<file path="config.mk">
export PLATFORM = sky130hd
export DESIGN_NAME = ctech_lib_clk_gate_ctrl_flat
export DESIGN_NICKNAME = d
export VERILOG_FILES = /design/src/rtl/ctech_lib_clk_gate_ctrl_pkg.sv /design/src/rtl/ctech_lib_clk_gate_ctrl_if.sv /design/src/rtl/ctech_lib_clk_gate_ctrl_dom_fsm.sv /design/src/rtl/ctech_lib_clk_gate_te.sv /design/src/rtl/ctech_lib_clk_gate_ctrl.sv /design/src/flat_wrapper.sv
export SDC_FILE = /design/constraint.sdc
export NUM_CORES = 1
export LEC_CHECK = 0
export CAP_MARGIN = 25
export CORE_MARGIN = 5
export CORE_UTILIZATION = 40
export CTS_BUF_LIST = sky130_fd_sc_hd__clkbuf_8
export DETAILED_ROUTE_END_ITERATION = 8
export DONT_BUFFER_PORTS = 1
export HOLD_SLACK_MARGIN = 0.02
export PLACE_DENSITY = 0.66
export RECOVER_POWER = 25
export SYNTH_ARGS = -nofsm -noshare
export SYNTH_HDL_FRONTEND = slang
export SYNTH_HIERARCHICAL = 1
export SYNTH_SLANG_ARGS = --single-unit
</file>
<file path="constraint.sdc">
create_clock -name clk -period 2.01 [get_ports clk]
set_input_delay 0 -clock clk [delete_from_list [all_inputs] [get_ports clk]]
set_output_delay 0 -clock clk [all_outputs]
set_load 0.02 [all_outputs]
</file>
<file path="src/rtl/ctech_lib_clk_gate_ctrl_pkg.sv">
// -----------------------------------------------------------------------------
// ctech_clk_gate_ctrl_pkg
//   Shared types and sizing helpers for the per-domain clock-gating controller.
//
//   cg_state_e : per-domain gating state
//     CG_RUN   - clock running, domain active (or held on by a wake condition)
//     CG_IDLE  - clock running, counting idle cycles toward the hysteresis limit
//     CG_GATED - clock stopped
//     CG_WAKE  - clock restarted, waiting WAKE_LAT cycles before declaring RUN
//
//   cg_cnt_w() : counter width able to hold both the hysteresis compare value
//                and the wake latency count.
// -----------------------------------------------------------------------------
package ctech_clk_gate_ctrl_pkg;

    typedef enum logic [1:0] {
        CG_RUN   = 2'd0,
        CG_IDLE  = 2'd1,
        CG_GATED = 2'd2,
        CG_WAKE  = 2'd3
    } cg_state_e;

    // Width of the shared idle/wake counter: max(HYST_W, $clog2(WAKE_LAT+1)).
    function automatic int cg_cnt_w(input int hyst_w, input int wake_lat);
        int lat_w;
        lat_w = $clog2(wake_lat + 1);
        return (hyst_w > lat_w) ? hyst_w : lat_w;
    endfunction

    localparam int CG_HYST_W_DEF   = 8;
    localparam int CG_WAKE_LAT_DEF = 4;
    localparam int CG_CNT_W        = cg_cnt_w(CG_HYST_W_DEF, CG_WAKE_LAT_DEF);

endpackage : ctech_clk_gate_ctrl_pkg

</file>
<file path="src/rtl/ctech_lib_clk_gate_ctrl_if.sv">
// -----------------------------------------------------------------------------
// ctech_lib_clk_gate_ctrl_if
//   Per-domain traffic / wake handshake bundle between the traffic monitors
//   (master) and the clock-gating controller (slave).
//
//   busy      : master -> slave, per-domain activity indicator
//   wake_req  : master -> slave, per-domain wake request
//   force_on  : master -> slave, per-domain software keep-on override
//   wake_ack  : slave -> master, clock running and stable for that domain
//   gated_sts : slave -> master, 1 = domain clock currently gated off
//   dbg_state : slave -> master, per-domain FSM state, 2 bits per domain
//               (domain i at [2*i +: 2], encoding of cg_state_e)
//
//   Handshake: wake_req/wake_ack is a 4-phase pair. The requester raises
//   wake_req and holds it until wake_ack is seen high; the controller raises
//   wake_ack only once the domain is in RUN. The requester then drops
//   wake_req and wake_ack falls after the next clock edge. While wake_req is
//   held the domain is kept in RUN.
// -----------------------------------------------------------------------------
interface ctech_lib_clk_gate_ctrl_if #(
    parameter int N_DOM = 4
);

    logic [N_DOM-1:0]   busy;
    logic [N_DOM-1:0]   wake_req;
    logic [N_DOM-1:0]   force_on;
    logic [N_DOM-1:0]   wake_ack;
    logic [N_DOM-1:0]   gated_sts;
    logic [2*N_DOM-1:0] dbg_state;

    modport master (
        output busy,
        output wake_req,
        output force_on,
        input  wake_ack,
        input  gated_sts,
        input  dbg_state
    );

    modport slave (
        input  busy,
        input  wake_req,
        input  force_on,
        output wake_ack,
        output gated_sts,
        output dbg_state
    );

endinterface : ctech_lib_clk_gate_ctrl_if

</file>
<file path="src/rtl/ctech_lib_clk_gate_ctrl_dom_fsm.sv">
// -----------------------------------------------------------------------------
// ctech_clk_gate_dom_fsm
//   One domain's idle-hysteresis gating FSM, idle/wake counter and wake
//   acknowledge. All outputs are flops decoded from the next state, so the
//   clock-gate enable has no combinational path from the inputs.
//
//   clk          : in  free-running source clock
//   rst_b        : in  asynchronous active-low reset
//   wake_cond_i  : in  busy | wake_req | force_on | scan_mode for this domain
//   wake_req_i   : in  wake request (qualifies wake_ack)
//   hyst_cfg_i   : in  idle cycles tolerated before gating
//   en_o         : out clock-gate enable (0 only in GATED)
//   gated_sts_o  : out 1 while the domain is GATED
//   wake_ack_o   : out wake_req acknowledged, domain in RUN
//   state_o      : out current FSM state (debug)
// -----------------------------------------------------------------------------
module ctech_clk_gate_dom_fsm
    import ctech_clk_gate_ctrl_pkg::*;
#(
    parameter int HYST_W   = 8,
    parameter int WAKE_LAT = 4
) (
    input  logic              clk,
    input  logic              rst_b,
    input  logic              wake_cond_i,
    input  logic              wake_req_i,
    input  logic [HYST_W-1:0] hyst_cfg_i,
    output logic              en_o,
    output logic              gated_sts_o,
    output logic              wake_ack_o,
    output cg_state_e         state_o
);

    localparam int               CNT_W     = cg_cnt_w(HYST_W, WAKE_LAT);
    localparam logic [CNT_W-1:0] CNT_MAX   = '1;
    localparam logic [CNT_W-1:0] WAKE_LAST = CNT_W'(WAKE_LAT - 1);

    cg_state_e        state_q, state_d;
    logic [CNT_W-1:0] cnt_q, cnt_d;
    logic [CNT_W-1:0] cnt_inc;
    logic [CNT_W-1:0] hyst_ext;
    logic             en_q, gated_sts_q, wake_ack_q;

    assign hyst_ext = CNT_W'(hyst_cfg_i);

    // Saturating increment: the counter holds at all-ones instead of wrapping.
    assign cnt_inc = (cnt_q == CNT_MAX) ? cnt_q : cnt_q + CNT_W'(1);

    always_comb begin
        state_d = state_q;
        cnt_d   = cnt_q;
        case (state_q)
            CG_RUN: begin
                if (!wake_cond_i) begin
                    state_d = CG_IDLE;
                    cnt_d   = '0;
                end
            end
            CG_IDLE: begin
                // A wake condition beats an expiring hysteresis count.
                if (wake_cond_i) begin
                    state_d = CG_RUN;
                    cnt_d   = '0;
                end else if (cnt_q >= hyst_ext) begin
                    // >= so that lowering hyst_cfg below the current count
                    // gates at the very next edge.
                    state_d = CG_GATED;
                end else begin
                    cnt_d = cnt_inc;
                end
            end
            CG_GATED: begin
                if (wake_cond_i) begin
                    state_d = CG_WAKE;
                    cnt_d   = '0;
                end
            end
            CG_WAKE: begin
                // The wake sequence always completes; no abort on a dropped
                // wake condition.
                if (cnt_q == WAKE_LAST) begin
                    state_d = CG_RUN;
                    cnt_d   = '0;
                end else begin
                    cnt_d = cnt_inc;
                end
            end
            default: begin
                state_d = CG_RUN;
                cnt_d   = '0;
            end
        endcase
    end

    always_ff @(posedge clk or negedge rst_b) begin
        if (!rst_b) begin
            state_q     <= CG_RUN;
            cnt_q       <= '0;
            en_q        <= 1'b1;
            gated_sts_q <= 1'b0;
            wake_ack_q  <= 1'b0;
        end else begin
            state_q     <= state_d;
            cnt_q       <= cnt_d;
            en_q        <= (state_d != CG_GATED);
            gated_sts_q <= (state_d == CG_GATED);
            wake_ack_q  <= wake_req_i & (state_d == CG_RUN);
        end
    end

    assign en_o        = en_q;
    assign gated_sts_o = gated_sts_q;
    assign wake_ack_o  = wake_ack_q;
    assign state_o     = state_q;

endmodule : ctech_clk_gate_dom_fsm

</file>
<file path="src/rtl/ctech_lib_clk_gate_te.sv">
// -----------------------------------------------------------------------------
// ctech_lib_clk_gate_te
//   Behavioural model of the latch-based integrated clock gate with test
//   enable. The enable is captured by a latch that is transparent while clk is
//   low, so changes on en/te only take effect at the next rising edge and the
//   gated clock never glitches.
//
//   clk    : in  source clock
//   en     : in  functional enable
//   te     : in  test enable (scan), ORed with en
//   clkout : out gated clock
// -----------------------------------------------------------------------------
module ctech_lib_clk_gate_te (
    input  logic clk,
    input  logic en,
    input  logic te,
    output logic clkout
);

    logic en_l;

    always_latch begin
        if (!clk) begin
            en_l <= en | te;
        end
    end

    assign clkout = clk & en_l;

endmodule : ctech_lib_clk_gate_te

</file>
<file path="src/rtl/ctech_lib_clk_gate_ctrl.sv">
// -----------------------------------------------------------------------------
// ctech_lib_clk_gate_ctrl
//   Per-domain idle-hysteresis clock-gating controller for N_DOM gated clock
//   domains. Each domain runs an independent FSM that drives the enable of
//   its own ctech_lib_clk_gate_te cell. scan_mode drives te of every gate and
//   also acts as a wake condition so all FSMs settle in RUN during scan;
//   leaving scan restarts the hysteresis from RUN.
//
//   clk        : in   free-running source clock
//   rst_b      : in   asynchronous active-low reset
//   scan_mode  : in   DFT mode, forces all gated clocks on
//   hyst_cfg   : in   idle cycles tolerated before gating (all domains)
//   dom        : slave modport of ctech_lib_clk_gate_ctrl_if
//                (busy, wake_req, force_on in; wake_ack, gated_sts,
//                 dbg_state out)
//   gclk       : out  gated clocks, one per domain
// -----------------------------------------------------------------------------
module ctech_lib_clk_gate_ctrl
    import ctech_clk_gate_ctrl_pkg::*;
#(
    parameter int N_DOM    = 4,
    parameter int HYST_W   = 8,
    parameter int WAKE_LAT = 4
) (
    input  logic                 clk,
    input  logic                 rst_b,
    input  logic                 scan_mode,
    input  logic [HYST_W-1:0]    hyst_cfg,
    ctech_lib_clk_gate_ctrl_if.slave dom,
    output logic [N_DOM-1:0]     gclk
);

    logic [N_DOM-1:0]   wake_cond;
    logic [N_DOM-1:0]   en;
    logic [N_DOM-1:0]   ack;
    logic [N_DOM-1:0]   sts;
    logic [2*N_DOM-1:0] state_flat;

    assign wake_cond = dom.busy | dom.wake_req | dom.force_on | {N_DOM{scan_mode}};

    for (genvar i = 0; i < N_DOM; i++) begin : g_dom
        cg_state_e state;

        ctech_clk_gate_dom_fsm #(
            .HYST_W   (HYST_W),
            .WAKE_LAT (WAKE_LAT)
        ) u_fsm (
            .clk         (clk),
            .rst_b       (rst_b),
            .wake_cond_i (wake_cond[i]),
            .wake_req_i  (dom.wake_req[i]),
            .hyst_cfg_i  (hyst_cfg),
            .en_o        (en[i]),
            .gated_sts_o (sts[i]),
            .wake_ack_o  (ack[i]),
            .state_o     (state)
        );

        assign state_flat[2*i +: 2] = state;

        ctech_lib_clk_gate_te u_cg (
            .clk    (clk),
            .en     (en[i]),
            .te     (scan_mode),
            .clkout (gclk[i])
        );
    end

    assign dom.wake_ack  = ack;
    assign dom.gated_sts = sts;
    assign dom.dbg_state = state_flat;

endmodule : ctech_lib_clk_gate_ctrl

</file>
<file path="src/flat_wrapper.sv">
// flat-port wrapper written by rule: the top's interface ports become plain ports
module ctech_lib_clk_gate_ctrl_flat import ctech_clk_gate_ctrl_pkg::*;
#(
    parameter int N_DOM    = 4,
    parameter int HYST_W   = 8,
    parameter int WAKE_LAT = 4
)
  (clk, rst_b, scan_mode, hyst_cfg, gclk, dom_busy, dom_wake_req, dom_force_on, dom_wake_ack, dom_gated_sts, dom_dbg_state);
  ctech_lib_clk_gate_ctrl_if #(.N_DOM(N_DOM)) dom_i ();
  input  logic clk;
  input  logic rst_b;
  input  logic scan_mode;
  input  logic [HYST_W-1:0] hyst_cfg;
  output logic [N_DOM-1:0] gclk;
  input wire logic [$bits(dom_i.busy)-1:0] dom_busy;
  input wire logic [$bits(dom_i.wake_req)-1:0] dom_wake_req;
  input wire logic [$bits(dom_i.force_on)-1:0] dom_force_on;
  output wire logic [$bits(dom_i.wake_ack)-1:0] dom_wake_ack;
  output wire logic [$bits(dom_i.gated_sts)-1:0] dom_gated_sts;
  output wire logic [$bits(dom_i.dbg_state)-1:0] dom_dbg_state;
  assign dom_i.busy = dom_busy;
  assign dom_i.wake_req = dom_wake_req;
  assign dom_i.force_on = dom_force_on;
  assign dom_wake_ack = dom_i.wake_ack;
  assign dom_gated_sts = dom_i.gated_sts;
  assign dom_dbg_state = dom_i.dbg_state;
  ctech_lib_clk_gate_ctrl #(.N_DOM(N_DOM), .HYST_W(HYST_W), .WAKE_LAT(WAKE_LAT)) u_core (.clk(clk), .rst_b(rst_b), .scan_mode(scan_mode), .hyst_cfg(hyst_cfg), .dom(dom_i), .gclk(gclk));
endmodule
</file>
==> insert_results.sql, run 1 <==
INSERT INTO impl_metrics (metric_group, metric, value, unit) VALUES
('run_status', 'outcome', 'finished, violations left', ''),
('sta', 'timing.final.hold_violations', '0', ''),
('critical_path', 'worst_path_max_delay_cell', 'or4b_1', ''),
('sta', 'layout_worst_path_cycle_share', '101.9', '%'),
('die', 'starting_utilization_of_the_core_area', '41.01', '%'),
('route', 'route.final.wire_length', '10650', 'µm'),
('sta', 'fin_setup_tns', '-109.2', 'ps'),
('grt', 'groute.usage.overall', '17.54', '%'),
('layout', 'antenna_cells', '0', ''),
('sta', 'worst-slew-pin-transition', '1322', 'ps'),
('yosys', 'syn-cell-area', '0.004009', 'mm²'),
('critical_path', 'timing.reg2reg.worst_path_depth', '7', ''),
('layout', 'num-fill-cells', '877', ''),
('layout', 'finish.net_count', '588', ''),
('layout', 'areaGrowthSynthToFinish', '32.83', '%'),
('sta', 'finalWorstSetupSlack', '-37.95', 'ps'),
('grt', 'grt_start_max_net_pins', '53', ''),
('critical_path', 'path_cells', 'ha_1 -> a41o_1 -> a21oi_2 -> o31ai_4 -> and3_4 -> or4b_1 -> nand2_1', ''),
('pwr', 'ir_worst_vdd', '0.0003782', 'V'),
('die', 'die-width', '110.1', 'µm'),
('die', 'fp.dieH', '110.1', 'µm'),
('sta', 'finalCriticalPeriod', '2048', 'ps'),
('cts', 'tritoncts_clock_tree', 'built', ''),
('sta', 'setup-violations-final', '5', ''),
('min_path', 'hold_path_class', 'input pin to flip-flop', ''),
('sta', 'final.setup_skew', '6.155', 'ps'),
('pwr', 'p_leak', '2.462', 'nW'),
('pwr', 'post-layout-total-power', '3.377', 'mW'),
('sta', 'headroom_to_the_max_slew_limit', '11.86', '%'),
('route', 'drt_iter0_drc', '167', ''),
('critical_path', 'critical_path_buffer_and_inverter_count', '0', ''),
('die', 'placeableCoreArea', '0.009774', 'mm²'),
('grt', 'vias_in_the_first_global_route', '3520', ''),
('pwr', 'power_per_cell_area', '634.2', 'mW/mm²'),
('sta', 'drv_slew', '0', ''),
('critical_path', 'crit_family', 'simple AND/OR/NAND/NOR gates', ''),
('critical_path', 'crit_type', 'flip-flop to flip-flop', ''),
('grt', 'wire_length_of_the_first_global_routing_pass', '16550', 'µm'),
('run_status', 'failed_checks', 'negative setup slack', ''),
('yosys', 'ys.warnings.count', '6', ''),
('route', 'vias', '3669', ''),
('placed_design', 'dp_hpwl', '7049', 'µm'),
('yosys', 'synthesis.area_per_instance', '9.049', 'µm²'),
('sta', 'hold-worst-slack', '66.27', 'ps'),
('critical_path', 'startpoint_type', 'flip-flop', ''),
('grt', 'sum_of_overflow_across_all_layers_after_global_routing', '0', ''),
('critical_path', 'required_worst_endpoint', '2380', 'ps'),
('critical_path', 'wp_depth', '7', ''),
('sta', 'grt_setup_unrepaired', 'yes', ''),
('placed_design', 'weighted_congestion_reported_at_the_end_of_routability_driven_placement', '0.8863', ''),
('min_path', 'worst_hold_path.num_cells', '3', ''),
('yosys', 'synthCells', '443', ''),
('yosys', 'ys_ff_latch', '56', ''),
('route', 'drc_errors', '0', ''),
('route', 'wire_per_inst', '16.06', 'µm'),
('yosys', 'synth_nets', '502', ''),
('cts', 'clk-insertion-delay-late', '430', 'ps'),
('critical_path', 'end_kind', 'flip-flop', ''),
('sta', 'max_freq', '0.4883', 'GHz'),
('grt', 'grt_antenna_before_repair', '0', ''),
('placed_design', 'postPlaceCellArea', '0.004564', 'mm²'),
('placed_design', 'io_buffers', '0', ''),
('flow_run', 'drv.max_cap_violation_count', '0', ''),
('route', 'postRouteAntennaNets', '0', ''),
('critical_path', 'worstPathArrival', '2420', 'ps'),
('critical_path', 'worst-path-max-fanout', '4', ''),
('yosys', 'synthDistinctLibCells', '55', ''),
('die', 'io_pins', '43', ''),
('route', 'detailedRoute.firstPassIterationCount', '5', ''),
('route', 'drt-vias-per-instance', '5.534', ''),
('die', 'die-area', '0.01212', 'mm²'),
('yosys', 'ys_dominant_reg_cell', 'dfrtp_1', ''),
('cts', 'path_clk_slew', '110', 'ps'),
('die', 'rows', '36', ''),
('yosys', 'async_reset_ff_share', '92.86', '%'),
('critical_path', 'critical-path-max-stage-delay', '470', 'ps'),
('layout', 'fin_area', '0.005325', 'mm²'),
('yosys', 'synth_edf_count', '0', ''),
('layout', 'drive_above_1_share', '28.30', '%');
==> per-stage QoR <==
stage | worst slack [ps] | cells | utilization, %
final | -37.95 | 663 | 54.48
after global routing | -137.7 | 663 | 54.48
after CTS | -28.47 | 659 | 52.06
after detailed placement | -169.1 | 623 | 46.70
after global placement | -45.42 | 623 | 46.70
after floorplan | 7.631 | 443 | -
==> synth_stat cells (4+ instances only) <==
master / n / share of area (%)
a211o_1: 12 / 2.6
a21boi_0: 5 / 0.94
a21o_1: 7 / 1.3
a21oi_1: 10 / 1.2
and2_1: 6 / 0.94
and3_4: 4 / 1.1
buf_2: 7 / 0.87
dfrtp_1: 48 / 30
dfstp_2: 4 / 2.6
dlxtn_1: 4 / 1.5
ha_1: 36 / 11
inv_1: 48 / 4.5
mux2i_1: 12 / 3.0
nand2_1: 46 / 4.3
nand2b_1: 30 / 4.7
nand3_1: 19 / 2.4
nand4_1: 22 / 3.4
nor2_1: 15 / 1.4
nor2b_1: 5 / 0.78
nor3_1: 4 / 0.50
nor3b_1: 4 / 0.75
nor4_1: 12 / 1.9
nor4b_1: 6 / 1.3
o211ai_1: 4 / 0.75
o21ai_0: 9 / 1.1
o21ai_1: 4 / 0.50
o31ai_1: 6 / 1.1
or2_1: 4 / 0.62
or4_1: 4 / 0.75
==> final timing paths <==
check / from / endpoint / slack [ps]
worst min-delay path: dom_wake_req[2] / u_core/g_dom[2].u_fsm/wake_ack_o$_DFF_PN0_ / 70
worst max-delay path: u_core/g_dom[2].u_fsm/cnt_q[7]$_DFFE_PN0P_ / u_core/g_dom[2].u_fsm/cnt_q[4]$_DFFE_PN0P_ / -40
min in group asynchronous: rst_b / u_core/g_dom[1].u_fsm/state_o[1]$_DFF_PN0_ / 390
max in group asynchronous: rst_b / u_core/g_dom[2].u_fsm/cnt_q[4]$_DFFE_PN0P_ / 820
worst min register to register: u_core/g_dom[0].u_fsm/cnt_q[0]$_DFFE_PN0P_ / u_core/g_dom[0].u_fsm/cnt_q[0]$_DFFE_PN0P_ / 570
worst max register to register: u_core/g_dom[2].u_fsm/cnt_q[7]$_DFFE_PN0P_ / u_core/g_dom[2].u_fsm/cnt_q[4]$_DFFE_PN0P_ / -40
==> power by group <==
part	total [mW]	switching [mW]	internal, mW
combinational	0.964	0.477	0.487
sequential	1.25	0.0731	1.18
clock	1.16	0.628	0.532
total	3.38	1.18	2.20
==> worst reg2reg max path, cell delays in order (launching register included) <==
cell and delay, ps:
dfrtp_1 420, ha_1 330, a41o_1 230, a21oi_2 160, o31ai_4 120, and3_4 200
or4b_1 470, nand2_1 80
==> layout by cell type, fill, tap and decap left out, types with 4 or more instances in the layout <==
| master | n |
|---|---|
| clkbuf_8 | 9 |
| dlygate4sd3_1 | 19 |
| or2_1 | 4 |
| o21ai_1 | 4 |
| nand2_1 | 45 |
| mux2i_1 | 12 |
| and3_4 | 4 |
| nor2b_1 | 5 |
| a211o_1 | 12 |
| o211ai_1 | 4 |
| inv_1 | 45 |
| a21oi_2 | 5 |
| a21o_1 | 7 |
| ha_4 | 8 |
| buf_4 | 59 |
| and2_4 | 4 |
| ha_1 | 28 |
| nor4_2 | 4 |
| nand2b_1 | 27 |
| a21oi_1 | 8 |
| or4_1 | 4 |
| nor2_1 | 13 |
| o21ai_0 | 9 |
| nor4_1 | 6 |
| a21boi_0 | 4 |
| nand3_1 | 17 |
| nor4b_2 | 5 |
| nand4_1 | 22 |
| dfstp_2 | 4 |
| dfrtp_1 | 48 |
==> layer usage <==
metal / part of all wire (%) / wire (µm) / track usage [%]
met1: 43 / 4592 / 22.31
met5: 0 / 0 / 0
met2: 50 / 5315 / 28.16
met4: 1.7 / 182 / 7.476
met3: 5.2 / 559 / 4.601
==> state kept, by name, summed over array words and instances, names as in the netlist <==
| signal | cells |
|---|---|
| u_core/g_dom.u_cg/en_l | 4 |
| u_core/g_dom.u_fsm/state_o | 8 |
| u_core/g_dom.u_fsm/gated_sts_o | 4 |
| u_core/g_dom.u_fsm/en_o | 4 |
| u_core/g_dom.u_fsm/cnt_q | 32 |
| u_core/g_dom.u_fsm/wake_ack_o | 4 |
==> cell type report <==
class,count,area [µm²],share of cell area (%)
clock inverters,3,23.77,0.4464
clock buffers,9,123.9,2.326
multi-input cells,330,2781,52.23
inverters,48,180.2,3.383
well taps,133,166.4,3.125
flip-flops and latches,56,1368,25.68
repair buffers,84,681.9,12.81
==> logic make-up after synthesis <==
logic type,Yosys count,share of synthesized area [%]
AO/OA/AOI/OAI,90,18.20
XOR/XNOR,1,0.2185
adder cells (fa/ha/maj),36,11.24
buffers and inverters,57,5.649
flip-flops,52,32.58
latches,4,1.498
multiplexers,12,2.996
AND/OR/NAND/NOR,191,27.62
==> repair_timing <==
item                                    in CTS  in global routing
cloned                                       0                  2
hold endpoints to repair                    70                  0
resized for setup                           22                 41
endpoints found under the setup margin      22                 45
setup buffers                                4                  2
hold buffers                                20                  0
pin swaps                                   20                 19
Power figures use the tool's default switching activity.
==> run 2: changes to the inputs <==
--- a/config.mk
+++ b/config.mk
@@ -13,7 +13,7 @@
 export DONT_BUFFER_PORTS = 1
 export HOLD_SLACK_MARGIN = 0.02
 export PLACE_DENSITY = 0.66
-export RECOVER_POWER = 25
+export RECOVER_POWER = 100
 export SYNTH_ARGS = -nofsm -noshare
 export SYNTH_HDL_FRONTEND = slang
 export SYNTH_HIERARCHICAL = 1
==> run 2 against run 1 <==
The flow still finishes with violations (negative setup slack). Clock skew rose by 0.97 ps. Global-route usage stayed put. Combinational power decreased by 4.1%. Flip-flop and latch count unchanged. Final area decreased by 1.4%. Non-clock buffer count is the same. Register-to-register slack lost 40 ps. Largest cell class unchanged. Highest routed layer unchanged.
==> insert_results.sql, run 2 (same netlist as run 1, synthesis figures left out) <==
INSERT INTO impl_metrics (metric_group, metric, value, unit) VALUES
('critical_path', 'critical_path.startpoint', 'u_core/g_dom[3].u_fsm/cnt_q[2]$_DFFE_PN0P_', ''),
('critical_path', 'end_kind', 'flip-flop', ''),
('route', 'drc_errors', '0', ''),
('route', 'route.final.wire_length', '10610', 'µm'),
('sta', 'setup-violations-final', '9', ''),
('flow_run', 'drv.max_cap_violation_count', '0', ''),
('sta', 'drv_slew', '0', ''),
('cts', 'path_clk_slew', '110', 'ps'),
('critical_path', 'worst_path_max_delay_cell', 'or4b_1', ''),
('pwr', 'power_per_cell_area', '634.6', 'mW/mm²'),
('placed_design', 'postPlaceCellArea', '0.004564', 'mm²'),
('sta', 'grt_setup_unrepaired', 'yes', ''),
('sta', 'headroom_to_the_max_slew_limit', '10.81', '%'),
('min_path', 'hold_path_class', 'input pin to flip-flop', ''),
('layout', 'areaGrowthSynthToFinish', '30.99', '%'),
('run_status', 'outcome', 'finished, violations left', ''),
('pwr', 'ir_worst_vdd', '0.0003740', 'V'),
('layout', 'finish.net_count', '588', ''),
('layout', 'layout_commonest_cell', 'buf_4', ''),
('layout', 'layout.area.seq', '0.001368', 'mm²'),
('route', 'drt-vias-per-instance', '5.576', ''),
('sta', 'layout_worst_path_cycle_share', '103.7', '%'),
('layout', 'max_ffs_per_register', '32', ''),
('sta', 'timing.final.hold_violations', '0', ''),
('critical_path', 'critical_path_buffer_and_inverter_count', '0', ''),
('route', 'drt_iter0_drc', '162', ''),
('die', 'die-width', '110.1', 'µm'),
('min_path', 'timing.hold.worst.start', 'scan_mode', ''),
('placed_design', 'dp_hpwl', '7049', 'µm'),
('die', 'placeableCoreArea', '0.009774', 'mm²'),
('critical_path', 'crit_type', 'flip-flop to flip-flop', ''),
('sta', 'fin_setup_tns', '-211.7', 'ps'),
('layout', 'antenna_cells', '0', ''),
('sta', 'worst-slew-pin-transition', '1338', 'ps'),
('critical_path', 'startpoint_type', 'flip-flop', ''),
('sta', 'finalWorstSetupSlack', '-74.41', 'ps'),
('cts', 'clk-insertion-delay-late', '420', 'ps'),
('die', 'rows', '36', ''),
('grt', 'sum_of_overflow_across_all_layers_after_global_routing', '0', ''),
('pwr', 'p_leak', '2.422', 'nW'),
('critical_path', 'rr_startpoint', 'u_core/g_dom[3].u_fsm/cnt_q[2]$_DFFE_PN0P_', ''),
('critical_path', 'worstPathArrival', '2450', 'ps'),
('cts', 'tritoncts_clock_tree', 'built', ''),
('critical_path', 'required_worst_endpoint', '2370', 'ps'),
('sta', 'max_freq', '0.4798', 'GHz'),
('grt', 'wire_length_of_the_first_global_routing_pass', '16550', 'µm'),
('layout', 'top_register_by_number_of_flip_flops', 'u_core/g_dom.u_fsm/cnt_q', ''),
('die', 'io_pins', '43', ''),
('die', 'die-area', '0.01212', 'mm²'),
('critical_path', 'crit_family', 'simple AND/OR/NAND/NOR gates', ''),
('sta', 'final.setup_skew', '7.122', 'ps'),
('die', 'fp.dieH', '110.1', 'µm'),
('grt', 'vias_in_the_first_global_route', '3520', ''),
('critical_path', 'path_cells', 'ha_4 -> a211o_1 -> a31oi_1 -> o31ai_4 -> and3_4 -> or4b_1 -> nand2_1', ''),
('die', 'starting_utilization_of_the_core_area', '41.01', '%'),
('sta', 'finalCriticalPeriod', '2084', 'ps'),
('layout', 'finalNonFillerCells', '663', ''),
('grt', 'grt_start_max_net_pins', '53', ''),
('critical_path', 'critical-path-max-stage-delay', '450', 'ps'),
('grt', 'grt_antenna_before_repair', '0', ''),
('route', 'postRouteAntennaNets', '0', ''),
('run_status', 'failed_checks', 'negative setup slack', ''),
('layout', 'multi_input_area', '0.002738', 'mm²'),
('layout', 'drive_above_1_share', '26.23', '%'),
('grt', 'groute.usage.overall', '17.54', '%'),
('placed_design', 'io_buffers', '0', ''),
('route', 'detailedRoute.firstPassIterationCount', '4', ''),
('critical_path', 'ff2ff_setup_slack', '-70', 'ps'),
('layout', 'mostFrequentLayoutCells', 'buf_4, dfrtp_1, inv_1, nand2_1, ha_1', ''),
('placed_design', 'weighted_congestion_reported_at_the_end_of_routability_driven_placement', '0.8863', ''),
('critical_path', 'worst-path-max-fanout', '4', ''),
('layout', 'fin_area', '0.005251', 'mm²'),
('layout', 'num-fill-cells', '895', ''),
('route', 'vias', '3697', ''),
('placed_design', 'placedCellCount', '623', ''),
('route', 'wire_per_inst', '16.01', 'µm');
==> run 2: changes by cell type in the layout (fill, tap and decap cells not counted), sizes merged <==
| cell | change |
|---|---|
| clkbuf | +10 |
| buf | -10 |
==> run 2: path summary, 6_finish.rpt <==
kind / endpoint / cells after the start
max: u_core/g_dom[3].u_fsm/cnt_q[4]$_DFFE_PN0P_ / 7
min: u_core/g_dom[2].u_fsm/wake_ack_o$_DFF_PN0_ / 3
max reg2reg: u_core/g_dom[3].u_fsm/cnt_q[4]$_DFFE_PN0P_ / 7
min reg2reg: u_core/g_dom[0].u_fsm/cnt_q[0]$_DFFE_PN0P_ / 3
max in group asynchronous: u_core/g_dom[2].u_fsm/cnt_q[4]$_DFFE_PN0P_ / 2
min in group asynchronous: u_core/g_dom[1].u_fsm/state_o[0]$_DFF_PN0_ / 2
==> run 2: cell type report <==
class | instances | area share (%)
clock inverters | 3 | 0.4527
clock buffers | 9 | 2.359
well taps | 133 | 3.169
inverters | 48 | 3.431
repair buffers | 84 | 12.41
multi-input cells | 330 | 52.13
flip-flops and latches | 56 | 26.04
==> run 2: worst reg2reg max path: stages, from the launching register on <==
cell and delay (ps):
dfrtp_1 420, ha_4 220, a211o_1 250, a31oi_1 260, o31ai_4 140, and3_4 210
or4b_1 450, nand2_1 80
==> run 2: where the power goes <==
group          internal [mW]  switching [mW]  total, mW
logic                  0.466           0.458      0.924
registers               1.18          0.0724       1.25
clock network          0.532           0.625       1.16
==> run 2: metal layers <==
layer | up-vias | global-route usage, % | wire (µm)
met2 | 95 | 28.16 | 5229
met3 | 18 | 4.601 | 598
met5 | - | 0 | 0
li1 | 1804 | - | -
met4 | 0 | 7.476 | 238
met1 | 1780 | 22.31 | 4546
==> run 2: what timing repair did <==
action / 4_1_cts / 5_1_grt
pin swaps: 20 / 19
hold buffers: 20 / 0
cloned: 0 / 2
setup buffers: 4 / 2
hold endpoints to repair: 70 / 0
setup endpoints to repair: 22 / 45
gates resized for setup: 22 / 41
==> run 2: per-stage QoR <==
| stage | setup slack, ps | hold WS, ps | utilization, % | power, mW |
|---|---|---|---|---|
| global route | -177.7 | 87.27 | 53.73 | 3.546 |
| finish | -74.41 | 57.61 | 53.73 | 3.333 |
| detailed placement | -169.1 | -292.6 | 46.70 | 2.158 |
| floorplan | 7.631 | -295.6 | - | 1.902 |
| global placement | -45.42 | -293.4 | 46.70 | 2.120 |
| CTS | -28.47 | 34.84 | 52.06 | 3.289 |
